===== src/rtl/shift_reg_pkg.sv =====
// Shared types and helpers for the framed shift register.
package shift_reg_pkg;

    // Operation selected by the 2-bit mode input.
    typedef enum logic [1:0] {
        MODE_HOLD = 2'b00,
        MODE_SHL  = 2'b01,
        MODE_SHR  = 2'b10,
        MODE_ROL  = 2'b11
    } mode_e;

    // Width of the readout window index. It is never narrower than one bit,
    // so that a single-window configuration still has a legal port.
    function automatic int sel_width(input int width, input int out_w);
        int n;
        n = width / out_w;
        return (n <= 1) ? 1 : $clog2(n);
    endfunction

endpackage


===== src/rtl/shift_reg_framed_frame_counter.sv =====
// Counts shift operations modulo FRAME_LEN and produces a registered wrap pulse.
// last_step tells the parent, during the cycle itself, that the current edge
// completes a frame, so the parent can capture the new data on that same edge.
module frame_counter #(
    parameter int FRAME_LEN = 32
) (
    input  logic clk,
    input  logic rst,       // asynchronous, active-low
    input  logic step,
    input  logic clear,
    output logic last_step,
    output logic wrap
);

    localparam int CNT_W = 16;
    localparam logic [CNT_W-1:0] LAST = CNT_W'(FRAME_LEN - 1);

    logic [CNT_W-1:0] count_reg;
    logic [CNT_W-1:0] count_next;
    logic             wrap_reg;
    logic             wrap_next;

    // Next count and wrap. clear beats step, and wrap falls on any cycle that does not wrap.
    always_comb begin
        count_next = count_reg;
        wrap_next  = 1'b0;
        last_step  = step && !clear && (count_reg == LAST);
        if (clear) begin
            count_next = '0;
        end else if (step) begin
            if (count_reg == LAST) begin
                count_next = '0;
                wrap_next  = 1'b1;
            end else begin
                count_next = count_reg + 1'b1;
            end
        end
    end

    // Counter and pulse registers.
    always_ff @(posedge clk or negedge rst) begin
        if (!rst) begin
            count_reg <= '0;
            wrap_reg  <= 1'b0;
        end else begin
            count_reg <= count_next;
            wrap_reg  <= wrap_next;
        end
    end

    assign wrap = wrap_reg;

endmodule


===== src/rtl/shift_reg_framed.sv =====
// Parametrised shift register with shift, rotate and parallel load. It captures
// the register into a snapshot after every FRAME_LEN shifts and reads that
// snapshot out through a narrow window selected by byte_sel.
module shift_reg_framed
    import shift_reg_pkg::*;
#(
    parameter int WIDTH     = 32,
    parameter int OUT_W     = 8,
    parameter int FRAME_LEN = WIDTH,
    localparam int SEL_W    = sel_width(WIDTH, OUT_W)
) (
    input  logic             clk,
    input  logic             rst,        // asynchronous, active-low
    input  logic             en,
    input  logic [1:0]       mode,
    input  logic             d,
    input  logic             load,
    input  logic [WIDTH-1:0] load_data,
    input  logic [SEL_W-1:0] byte_sel,
    output logic [WIDTH-1:0] q,
    output logic             serial_out,
    output logic             frame_done,
    output logic [WIDTH-1:0] snap,
    output logic [OUT_W-1:0] out_byte
);

    localparam int NUM_WIN = WIDTH / OUT_W;

    mode_e            mode_v;
    logic             shift_op;
    logic             last_step;
    logic [WIDTH-1:0] q_reg;
    logic [WIDTH-1:0] q_next;
    logic             serial_out_reg;
    logic             serial_out_next;
    logic [WIDTH-1:0] snap_reg;
    logic [OUT_W-1:0] window [NUM_WIN];

    assign mode_v   = mode_e'(mode);
    assign shift_op = en && (mode_v != MODE_HOLD);

    // Data path next state. load takes precedence over any shift, and hold
    // keeps both q and serial_out.
    always_comb begin
        q_next          = q_reg;
        serial_out_next = serial_out_reg;
        if (load) begin
            q_next = load_data;
        end else if (shift_op) begin
            case (mode_v)
                MODE_SHL: begin
                    q_next          = {q_reg[WIDTH-2:0], d};
                    serial_out_next = q_reg[WIDTH-1];
                end
                MODE_SHR: begin
                    q_next          = {d, q_reg[WIDTH-1:1]};
                    serial_out_next = q_reg[0];
                end
                MODE_ROL: begin
                    q_next          = {q_reg[WIDTH-2:0], q_reg[WIDTH-1]};
                    serial_out_next = q_reg[WIDTH-1];
                end
                default: begin
                    q_next          = q_reg;
                    serial_out_next = serial_out_reg;
                end
            endcase
        end
    end

    // Shift register, serial output and frame snapshot. The snapshot takes the
    // value that q is about to hold, not the value it holds now.
    always_ff @(posedge clk or negedge rst) begin
        if (!rst) begin
            q_reg          <= '0;
            serial_out_reg <= 1'b0;
            snap_reg       <= '0;
        end else begin
            q_reg          <= q_next;
            serial_out_reg <= serial_out_next;
            if (last_step) begin
                snap_reg <= q_next;
            end
        end
    end

    frame_counter #(
        .FRAME_LEN (FRAME_LEN)
    ) u_frame_counter (
        .clk       (clk),
        .rst       (rst),
        .step      (shift_op),
        .clear     (load),
        .last_step (last_step),
        .wrap      (frame_done)
    );

    // Slice the snapshot into readout windows.
    for (genvar gi = 0; gi < NUM_WIN; gi++) begin : g_win
        assign window[gi] = snap_reg[gi*OUT_W +: OUT_W];
    end

    // Window select. An index past the last window reads as zero.
    always_comb begin
        out_byte = '0;
        for (int i = 0; i < NUM_WIN; i++) begin
            if (int'(byte_sel) == i) begin
                out_byte = window[i];
            end
        end
    end

    assign q          = q_reg;
    assign serial_out = serial_out_reg;
    assign snap       = snap_reg;

endmodule


===== config.mk =====
export PLATFORM = sky130hd
export DESIGN_NAME = shift_reg_framed
export DESIGN_NICKNAME = d
export VERILOG_FILES = /design/src/rtl/shift_reg_pkg.sv /design/src/rtl/shift_reg_framed_frame_counter.sv /design/src/rtl/shift_reg_framed.sv
export SDC_FILE = /design/constraint.sdc
export NUM_CORES = 1
export LEC_CHECK = 0
export ABC_AREA = 1
export CAP_MARGIN = 0
export CELL_PAD_IN_SITES_DETAIL_PLACEMENT = 1
export CELL_PAD_IN_SITES_GLOBAL_PLACEMENT = 2
export CORE_AREA = 2 2 136 138
export DETAILED_ROUTE_END_ITERATION = 10
export DIE_AREA = 0 0 138 140
export PLACE_DENSITY = 0.78
export SLEW_MARGIN = 30
export SYNTH_ARGS = -nofsm -noshare
export SYNTH_HDL_FRONTEND = slang
export SYNTH_HIERARCHICAL = 1
export SYNTH_SLANG_ARGS = --single-unit
export TNS_END_PERCENT = 1

===== constraint.sdc =====
create_clock -name clk -period 2 [get_ports clk]
set_input_delay 0.2 -clock clk [delete_from_list [all_inputs] [get_ports clk]]
set_output_delay 0.2 -clock clk [all_outputs]
set_load 0.03 [all_outputs]

## Word level (Yosys, flattened, before mapping)

Cells that the tools add are included.

- Register bits: 82
- Input bits: 41
- Logic and storage cells: 38

- Add/subtract/negate cells: 1
- Equal/unequal tests: 7
- Multiplexer cells: 14
- Bitwise gates (word level): 1
- Reductions and logical operators: 10

Operator list:

| operator | number |
|---|---|
| $pmux 32 s3 | 1 |
| $mux 32 | 2 |
| $mux 16 | 3 |
| $mux 8 | 4 |
| $add 16x1->16 const B | 1 |
| $eq 16x5->1 const B | 1 |
| $eq 2x2->1 const B | 4 |
| $reduce_bool 2->1 | 3 |
| $eq 2x1->1 const B | 2 |
| $logic_and 1x1->1 | 3 |
| $mux 1 | 3 |
| $reduce_and 3->1 | 1 |
| $logic_not 2->1 | 1 |
| $pmux 1 s2 | 1 |
| $reduce_or 2->1 | 1 |
| $logic_not 1->1 | 1 |
| $not 1->1 | 1 |

## Depth between registers and ports, before layout

- Depth after elaboration: 5
- Depth in mapped cells: 12

## Modules after synthesis

Netlist, hierarchy kept.

Modules (own cells, without submodules):

| module | instances | cells each | area each (um2) | sequential area each (um2) |
|---|---|---|---|---|
| shift_reg_framed | 1 | 510 | 3797.4 | 1626.6 |
| frame_counter | 1 | 154 | 1098.6 | 425.4 |

## Worst setup path after synthesis

OpenSTA, ideal clock, no wires.

- Path kind: register -> register
- Start: register u_frame_counter.count_reg[1]
- End: register snap_reg[10] (netlist: snap[10])
- Data arrival time: 1.600 ns
- Slack: 0.283 ns
- Cell stages (with the launch flop): 13
- Clock period less this slack: 1.717 ns
- Path through: dfrtp_1 > ha_1 > nand2_2 > inv_2 > nand2_1 > nor2_2 > nand2_2 > nor3_1 > clkbuf_1 > inv_1 > clkbuf_1 > nand2_1 > nand2_1

- Word-level cells in the longest chain between the ends: 2

RTL lines:

| what | RTL line | source |
|---|---|---|
| from (decl) | shift_reg_framed_frame_counter.sv:18 | `logic [CNT_W-1:0] count_reg;` |
| from (signal assigned) | shift_reg_framed_frame_counter.sv:46 | `count_reg <= count_next;` |
| $eq 16x5->1 | shift_reg_framed_frame_counter.sv:27 | `last_step = step && !clear && (count_reg == LAST);` |
| $logic_and 1x1->1 | shift_reg_framed_frame_counter.sv:27 |  |
| via last_step | shift_reg_framed.sv:31 | `logic last_step;` |
| to (signal assigned) | shift_reg_framed.sv:82 | `snap_reg <= q_next;` |
| to (decl) | shift_reg_framed.sv:36 | `logic [WIDTH-1:0] snap_reg;` |

The timed path passes the listed nets, and every way through them passes these cells.
A chain may end at the register's enable or synchronous reset.

## Worst setup path in the final report

- Start: register u_frame_counter.count_reg[0]
- End: register snap_reg[29] (netlist: snap[29])

Same word-level chain as after synthesis.

==> qor.yml <==
cells_and_area:
  nets: 823
  drive_above_1_share_pct: 18.1
  design_area_um2: 6720
  multi_input_area_um2: 2400
  antenna_cells: 0
  area_growth_pct: 37.2
  seq_area_um2: 2050
  filler_cell_count: 2165
  fin_cells: 1015
setup_path:
  critical_path_class: "flop to flop"
  end_kind: "flop"
  worstSetupStartpointType: "flop"
  cp.required_ns: 2.23
  path_max_fanout: 11
  arrival_ns: 2.08
synth:
  ys_ff_latch: 82
  syn_avg_cell_area_um2: 7.37
  synth-async-reset-ratio_pct: 100
  synth-edff-count: 0
  synth-seq-area-share_pct: 41.9
  synthFlopType: "dfrtp_1"
  synthCells: 664
  synth_area_um2: 4900
  yosys.cell_types.count: 30
  syn-num-nets: 706
  yosys_warnings: 6
pwr:
  p_sw_share_pct: 31.5
  p_total_uw: 4970
  peakVddDrop_mv: 0.423
  pwr-share-clk_pct: 38.1
  p_int_uw: 3410
  pwr-share-seq_pct: 38.8
  power.density_nw_per_um2: 740
  switchingPower_uw: 1570
  leakagePower_uw: 0.00318
  p_comb_share_pct: 23.2
timing:
  slew_viol_final: 0
  slew_headroom_pct: 37.6
  rsz0062_at_grt: "yes"
  setup_violations: 0
  hold_viol: 0
  worst_pin_slew_ns: 0.932
  layout_worst_path_cycle_share_pct: 92.3
  skew_ns: 0.0119
  max_freq_mhz: 542
  period_minus_slack_ns: 1.85
  post-route-worst-setup-slack_ns: 0.154
routing:
  wl_per_cell_um: 17.6
  drtIter0Drc: 216
  drc: 0
  route.vias.total: 4813
  antenna_left: 0
  drt_wl_total_um: 17800
  post_drt_via_cell_ratio: 4.74
  firstDrtPassIters: 4
placement:
  dp_hpwl_um: 13300
  place_congestion: 0.845
  dp.cells: 996
  dpl_cell_area_um2: 6340
  io_buffer_count: 114
  pre_cts_slack_ns: -0.168
outcome:
  status: "finished clean"
floorplan:
  chipHeight_um: 140
  core_area_um2: 17800
  num_rows: 49
  die-area_um2: 19300
  start_util_pct: 27.5
  die_width_um: 138
  ios: 115
global_route:
  grt.total_usage_pct: 18.9
  overflow: 0
  grt_max_degree: 41
  grt_pass1_vias: 5323
  grt_antenna_before_repair: 0
  grt_pass1_wl_um: 28800
clock_network:
  clockBufferDepth: 2
  clkLatencyLatePin_ns: 0.35
  clkTransAtPathRegs_ns: 0.07
  htree_levels: 3
  cts_sinks: 82
  cts_tree: "built"
  cts_buffers: 9
  root_buffer: "clkbuf_16"
hold_path:
  hp-class: "primary input to asynchronous set/reset pin"
flow_run:
  cap_violations: 0
## cell usage after synthesis, drive strengths merged, types with 2 or more instances
| cell | n | area share [%] |
|---|---|---|
| a21oi | 5 | 0.51 |
| buf | 26 | 4.0 |
| clkbuf | 7 | 0.54 |
| clkinv | 2 | 0.26 |
| dfrtp | 82 | 42 |
| inv | 59 | 4.6 |
| nand2 | 296 | 25 |
| nand3 | 114 | 15 |
| nand4 | 11 | 1.4 |
| nor2 | 44 | 4.9 |
| nor3 | 4 | 0.41 |
| o21ai | 7 | 0.95 |
| xor2 | 3 | 0.54 |
## final cells by class
type / count / area share (%)
Clock buffer: 11 / 3.76
Clock inverter: 5 / 1.27
Sequential cell: 82 / 30.6
Inverter: 61 / 3.52
Tap cell: 229 / 4.27
Multi-Input combinational cell: 488 / 35.7
Timing Repair Buffer: 139 / 20.9
## worst max-delay path, stage by stage, from the launching register on
cell and delay, ns:
dfrtp_1 0.38, ha_2 0.20, nand2_2 0.11, inv_2 0.06, nand2_1 0.05, nor2_2 0.10, nand2_2 0.12, nor3_4 0.26
inv_1 0.10, buf_4 0.20, nand2_1 0.08, nand2_1 0.06
## per-stage QoR
| step | TNS (ns) | hold slack [ns] | utilization, % |
|---|---|---|---|
| floorplan | 0 | -0.0956 | - |
| global placement | -1.55 | 0.132 | 35.6 |
| detailed placement | -3.60 | 0.135 | 35.6 |
| CTS | 0 | 0.306 | 37.6 |
| global route | -0.00287 | 0.312 | 37.8 |
| finish | 0 | 0.300 | 37.8 |
## layout by cell type (no fill, tap or decap), types with 3 or more instances in the layout
cell / instances
inv_2: 4
clkdlybuf4s50_1: 105
clkbuf_16: 9
nand3_1: 85
nand3_2: 29
nand2_2: 35
nor2_1: 26
nor2_2: 14
inv_1: 54
o21ai_1: 5
xor2_1: 3
buf_12: 7
a21oi_1: 5
nor3_1: 3
buf_4: 24
nand2_1: 260
nand4_1: 11
dfrtp_1: 82
nor2_4: 3
## cells by family after synthesis
| family | after synthesis | share of synthesized area, % |
|---|---|---|
| AO/OA/AOI/OAI | 14 | 1.76 |
| XOR/XNOR | 3 | 0.537 |
| adder cells (fa/ha/maj) | 1 | 0.256 |
| buffers and inverters | 94 | 9.35 |
| flip-flops | 82 | 41.9 |
| multiplexers | 1 | 0.230 |
| AND/OR/NAND/NOR | 469 | 45.9 |
## power groups by stage
stage	Clock [uW]	Sequential, uW	Combinational, uW
finish	1890	1930	1150
global route	2000	1940	1250
CTS	1930	1930	1160
detailed placement	0	1960	1150
global placement	0	1960	1120
floorplan	0	2100	475
## repair_timing
item	4_1_cts	5_1_grt
endpoints found under the setup margin	0	28
hold endpoints to repair	22	0
buffers inserted	0	2
resized for setup	0	4
hold buffers	1	0
## routing by layer
layer	vias up	wire length, um	share of wire, %	GRT usage [%]
met3	34	873	4.9	3.69
met5	-	0	0	0
met1	2341	7980	45	24.5
li1	2314	-	-	-
met4	0	441	2.5	7.30
met2	124	8520	48	31.3
## worst paths after layout
kind	startpoint	end	slack (ns)	cells past startpoint
setup / recovery	u_frame_counter/count_reg[0]$_DFFE_PN0P_	snap[29]$_DFFE_PN0P_	0.15	11
max in group asynchronous	rst	snap[20]$_DFFE_PN0P_	1.07	3
min in group clk	load_data[5]	q[5]$_DFF_PN0_	0.42	3
hold reg to reg	snap[17]$_DFFE_PN0P_	snap[17]$_DFFE_PN0P_	0.54	2
hold / removal	rst	u_frame_counter/count_reg[13]$_DFFE_PN0P_	0.30	2
setup reg to reg	u_frame_counter/count_reg[0]$_DFFE_PN0P_	snap[29]$_DFFE_PN0P_	0.15	11
No activity file was read; power rests on OpenSTA's default activity.
==> patch 1, RTL diff (same settings) <==
Set the parameter `OUT_W` to 16 (it was 8).
--- a/src/rtl/shift_reg_framed.sv
+++ b/src/rtl/shift_reg_framed.sv
@@ -7,3 +7,3 @@
     parameter int WIDTH     = 32,
-    parameter int OUT_W     = 8,
+    parameter int OUT_W     = 16,
     parameter int FRAME_LEN = WIDTH,
Ports: changed (resized byte_sel and out_byte); port bits go from 115 to 122. No check against the original RTL was run, so the function may have changed too.
==> patch 1 against the original RTL <==
Via count is 3.5% lower; critical path depth stayed put; cell area is 0.43% higher; worst hold slack better by 99 ps; power is 1.8% higher; synthesized area hardly changed; routed wire length is 4.5% lower; largest power group is now the clock network; setup slack better by 45 ps; sequential cell count stayed put.
==> patch 1: results (changes against the original RTL) <==
| Metric | Value |
|---|---|
| Aggregate global-route resource usage | `0.178 (-0.0104)` |
| DR WL/cell | `17.1 microns (-2.5%)` |
| DP HPWL | `12600 microns (-5.1%)` |
| Fillers | `2186 (+0.97%)` |
| Post-synthesis net count | `677 (-4.1%)` |
| Clock Pin Slew Worst Setup and Hold Paths | `70 ps (about the same)` |
| VDD IR max | `507 uV (+20%)` |
| Post-synth top cells | `235 x nand2_1, 82 x dfrtp_1, 75 x nand3_1` |
| Setup Skew | `12.8 ps (+0.990 ps)` |
| Antenna violations before repair | `0 (unchanged)` |
| Seq/Total Area, Yosys | `0.419 (about the same)` |
| Post-synthesis cell type count | `29 (-3.3%)` |
| WP data arrival | `2030 ps (-50 ps)` |
| Reg-to-reg endpoint | `snap[10]$_DFFE_PN0P_` |
| Setup slack, reg-to-reg | `200 ps (+50 ps)` |
| Final antenna diode count | `0 (unchanged)` |
| DRT iter0 DRCs | `179 (-17%)` |
| Max FO, Critical Path | `26 (+15)` |
| # H-tree levels | `3 (unchanged)` |
| Vias in the first global route | `5027 (-5.6%)` |
| Share of layout cells above drive strength 1 | `0.201 (+0.0206)` |
| Via count | `4644 (-3.5%)` |
| Largest net degree at the start of global routing | `42 (+2.4%)` |
| P_leak | `3.27 nW (+2.8%)` |
| Final Net Count | `801 (-2.7%)` |
| Main area contributors after synthesis | `dfrtp_1 42%, nand2_1 18%, nand3_1 7.7%` |
| Status | `complete, no violations` |
| Placed instance area | `6400 sq um (+0.97%)` |
| Routability congestion estimate | `0.814 (-3.6%)` |
| First-pass GRT wire length | `27600 microns (-4.1%)` |
| Worst Hold Slack | `398 ps (+98.7 ps)` |
| Clock root buffer | `clkbuf_16` |
| Relative slew slack | `0.601 (+0.224)` |
| Async set or reset register ratio after synthesis | `1.00 (unchanged)` |
| PD cells | `750 nW/um^2 (+1.3%)` |
| R2r startpoint | `u_frame_counter/count_reg[1]$_DFFE_PN0P_` |
| Min-Delay Path Class | `in2async` |
| Port Buffers | `121 (+6.1%)` |
## patch 1: cell types whose count changed after synthesis, sizes merged
| cell | delta |
|---|---|
| nand2 | -25 |
| mux2 | +16 |
| nand3 | -8 |
| nand4 | -8 |
| nor2 | -2 |
| buf | +1 |
| clkinv | -1 |
| inv | -1 |
## patch 1: layout make-up
cell class / instances / share of cell area
multi-input cells: 461 / 0.354
flip-flops and latches: 82 / 0.304
repair buffers: 147 / 0.213
well taps: 229 / 0.0425
inverters: 59 / 0.0339
clock buffers: 9 / 0.0334
clock inverters: 7 / 0.0185
## patch 1: worst max-delay path by stage
stage,startpoint,to,slack (ps),cells past startpoint
2_1_floorplan,u_frame_counter/count_reg[1]$_DFFE_PN0P_,snap[10]$_DFFE_PN0P_,280,12
3_3_place_gp,byte_sel,out_byte[1],-6,4
3_5_place_dp,byte_sel,out_byte[0],-40,4
4_1_cts,u_frame_counter/count_reg[1]$_DFFE_PN0P_,snap[10]$_DFFE_PN0P_,120,10
5_1_grt,u_frame_counter/count_reg[1]$_DFFE_PN0P_,snap[10]$_DFFE_PN0P_,2,11
6_report,u_frame_counter/count_reg[1]$_DFFE_PN0P_,snap[10]$_DFFE_PN0P_,200,11
## patch 1: metal layers
layer  global-route usage  vias up  share of wire
met1                0.236     2289           0.46
li1                     -     2237              -
met3               0.0338       13          0.043
met2                0.303      105           0.49
met5                    0        -              0
met4               0.0430        0          0.011
## patch 1: kinds of logic (layout without fill, tap and decap cells)
group / count (synthesis) / count (layout) / share of synthesized area
buf+inv: 93 / 222 / 0.0931
mux: 17 / 17 / 0.0391
xor+xnor: 3 / 3 / 0.00537
simple gates: 426 / 426 / 0.423
fa+ha+maj: 1 / 1 / 0.00256
flops: 82 / 82 / 0.419
compound gates: 14 / 14 / 0.0176
## patch 1: power by group
group          switching, W  leakage (nW)  internal, W
combinational      0.000701          2.03     0.000463
clock              0.000751         0.170      0.00123
sequential         0.000139          1.07      0.00177
total               0.00159          3.27      0.00347
## patch 1: per-stage QoR
| stage | cells | worst slack (ps) |
|---|---|---|
| finish | 994 | 199 |
| global route | 994 | 1.99 |
| CTS | 994 | 116 |
| detailed placement | 977 | -42.7 |
| global placement | 977 | -6.05 |
| floorplan | 636 | 283 |
## patch 1: critical path: stages (launching register included)
cell and delay, ps:
dfrtp_1 390, ha_1 210, nand2_2 120, inv_2 70
nand2_1 50, nor2_2 100, nand2_2 110, nor3_2 180
inv_1 130, buf_12 190, nand2_1 80, nand2_1 60
## patch 1: what timing repair did
item,CTS,global route
hold endpoints to repair,39,0
resized for setup,14,1
hold buffers,1,0
setup buffers,0,0
setup endpoints to repair,14,32
==> patch 2, RTL diff (same flow settings) <==
Without the edit above. One comparison of `count_reg` changes from == to >=.
--- a/src/rtl/shift_reg_framed_frame_counter.sv
+++ b/src/rtl/shift_reg_framed_frame_counter.sv
@@ -30,3 +30,3 @@
         end else if (step) begin
-            if (count_reg == LAST) begin
+            if (count_reg >= LAST) begin
                 count_next = '0;
Behaviour: same outputs for any inputs over 10 cycles, from zero or initial values and one cycle with rst low; that may be too few to reach the edited logic, so the function may still have changed.
==> patch 2 against the original RTL <==
Cell count down 6.8%; synthesized area fell by 6.3%; sequential cell count is the same; synthesized cell count shrank 10%; clock power shrank 7%; routed wire length shrank 7.9%; cell area down 4.3%; count of clock-buffer cells in the layout unchanged; power down 10%; setup slack worse by 3.1 ps; largest cell class unchanged.
==> patch 2: results (changes against the original RTL) <==
| Metric | Value |
|---|---|
| DR WL/cell | `17.3 microns (-1.2%)` |
| CTS buffer count | `9 (unchanged)` |
| Aggregate global-route resource usage | `0.174 (-0.0149)` |
| WP data arrival | `1650 ps (-430 ps)` |
| Seq/Total Area, Yosys | `0.447 (+0.0282)` |
| DRT iter0 DRCs | `210 (-2.8%)` |
| # resized after CTS | `0 (unchanged)` |
| Met1 Usage GRT | `0.232 (-0.0122)` |
| Clock Pin Slew Worst Setup and Hold Paths | `60 ps` |
| Worst Hold Slack | `375 ps (+75.8 ps)` |
| P_leak | `3.07 nW (-3.2%)` |
| Post-synth top cells | `232 x nand2_1, 82 x dfrtp_1, 76 x nand3_1` |
| Max FO, Critical Path | `8 (-3)` |
| Routed WL | `16400 microns (-7.9%)` |
| Min-Delay Path Class | `in2async` |
| Setup Skew | `5.91 ps (-5.94 ps)` |
| Status | `complete, no violations` |
| Worst-Skew Late Latency | `340 ps` |
| Async set or reset register ratio after synthesis | `1.00 (unchanged)` |
| DR WL met3 | `570 microns (-35%)` |
| Post-synthesis net count | `638 (-9.6%)` |
| Relative slew slack | `0.646 (+0.270)` |
| MaxCap Viol Count | `0 (unchanged)` |
| Main area contributors after synthesis | `dfrtp_1 45%, nand2_1 19%, nand3_1 8.3%` |
| Antenna violations before repair | `0 (unchanged)` |
| Final Net Count | `754 (-8.4%)` |
| # Post-CTS Setup Buffers | `0 (unchanged)` |
| Vias in the first global route | `4710 (-12%)` |
| WL met1 | `7770 microns (-2.6%)` |
| Clock root buffer | `clkbuf_16` |
| Setup slack, reg-to-reg | `330 ps (+180 ps)` |
| DP HPWL | `12300 microns (-7.4%)` |
| Synth warn | `6 (unchanged)` |
| First-pass GRT wire length | `26200 microns (-8.7%)` |
| Final antenna diode count | `0 (unchanged)` |
| Fmax | `541 MHz (-0.17%)` |
| Met2 Use GR | `0.288 (-0.0245)` |
| Routability congestion estimate | `0.812 (-4.0%)` |
| Largest net degree at the start of global routing | `40 (-2.4%)` |
| Post-synthesis cell type count | `27 (-10%)` |
| # H-tree levels | `3 (unchanged)` |
| Via count | `4335 (-9.9%)` |
| Setup slack at placement | `-69.9 ps (+97.6 ps)` |
| Mapped Avg Cell Area | `7.70 sq um (+4.4%)` |
| GRT met3 Usage | `0.0352 (-0.00171)` |
| Share of layout cells above drive strength 1 | `0.172 (-0.00911)` |
| Clock Path Buffers | `2 (unchanged)` |
| Placed instance area | `6100 sq um (-3.8%)` |
| DP Cell Count | `929 (-6.7%)` |
| Met2 WL post-DR | `7860 microns (-7.7%)` |
| VDD IR max | `337 uV (-20%)` |
| Hold buffers post-CTS | `1 (unchanged)` |
| Port Buffers | `114 (unchanged)` |
| Drt pass-1 iters | `4 (unchanged)` |
| P_int | `0.00313 W (-8.1%)` |
## patch 2: critical path, stage by stage
cell	delay, ps
clkdlybuf4s50_1	510
nor2_1	410
nand2_1	140
nand4_1	230
buf_12	160
## patch 2: worst paths after layout
path | from | to | depth (start not counted)
max | byte_sel[0] | out_byte[3] | 5
min | rst | u_frame_counter/count_reg[10]$_DFFE_PN0P_ | 2
max reg2reg | u_frame_counter/count_reg[0]$_DFFE_PN0P_ | snap[30]$_DFFE_PN0P_ | 8
min reg2reg | u_frame_counter/count_reg[6]$_DFFE_PN0P_ | u_frame_counter/count_reg[6]$_DFFE_PN0P_ | 2
max in group asynchronous | rst | u_frame_counter/count_reg[11]$_DFFE_PN0P_ | 3
min in group clk | load_data[15] | q[15]$_DFF_PN0_ | 3
## patch 2: logic make-up after synthesis
logic type / count (synthesis) / share of synthesized area
XOR/XNOR: 2 / 0.00382
adder cells (fa/ha/maj): 1 / 0.00273
flip-flops: 82 / 0.447
AO/OA/AOI/OAI: 10 / 0.0194
buffers and inverters: 90 / 0.0936
multiplexers: 1 / 0.00245
AND/OR/NAND/NOR: 410 / 0.431
## patch 2: power groups by stage
| stage | clock network, W | registers, W | logic [W] |
|---|---|---|---|
| final | 0.00175 | 0.00183 | 0.000894 |
| after global routing | 0.00187 | 0.00184 | 0.000976 |
| after global placement | 0 | 0.00186 | 0.000886 |
| after detailed placement | 0 | 0.00186 | 0.000904 |
| after floorplan | 0 | 0.00198 | 0.000380 |
| after CTS | 0.00179 | 0.00183 | 0.000909 |
## patch 2: cell type report
type	count	area, sq um
inverters	57	214
clock inverters	5	61.3
repair buffers	138	1450
multi-input cells	424	2110
clock buffers	11	253
fillers	2133	11400
flip-flops and latches	82	2050
well taps	229	287
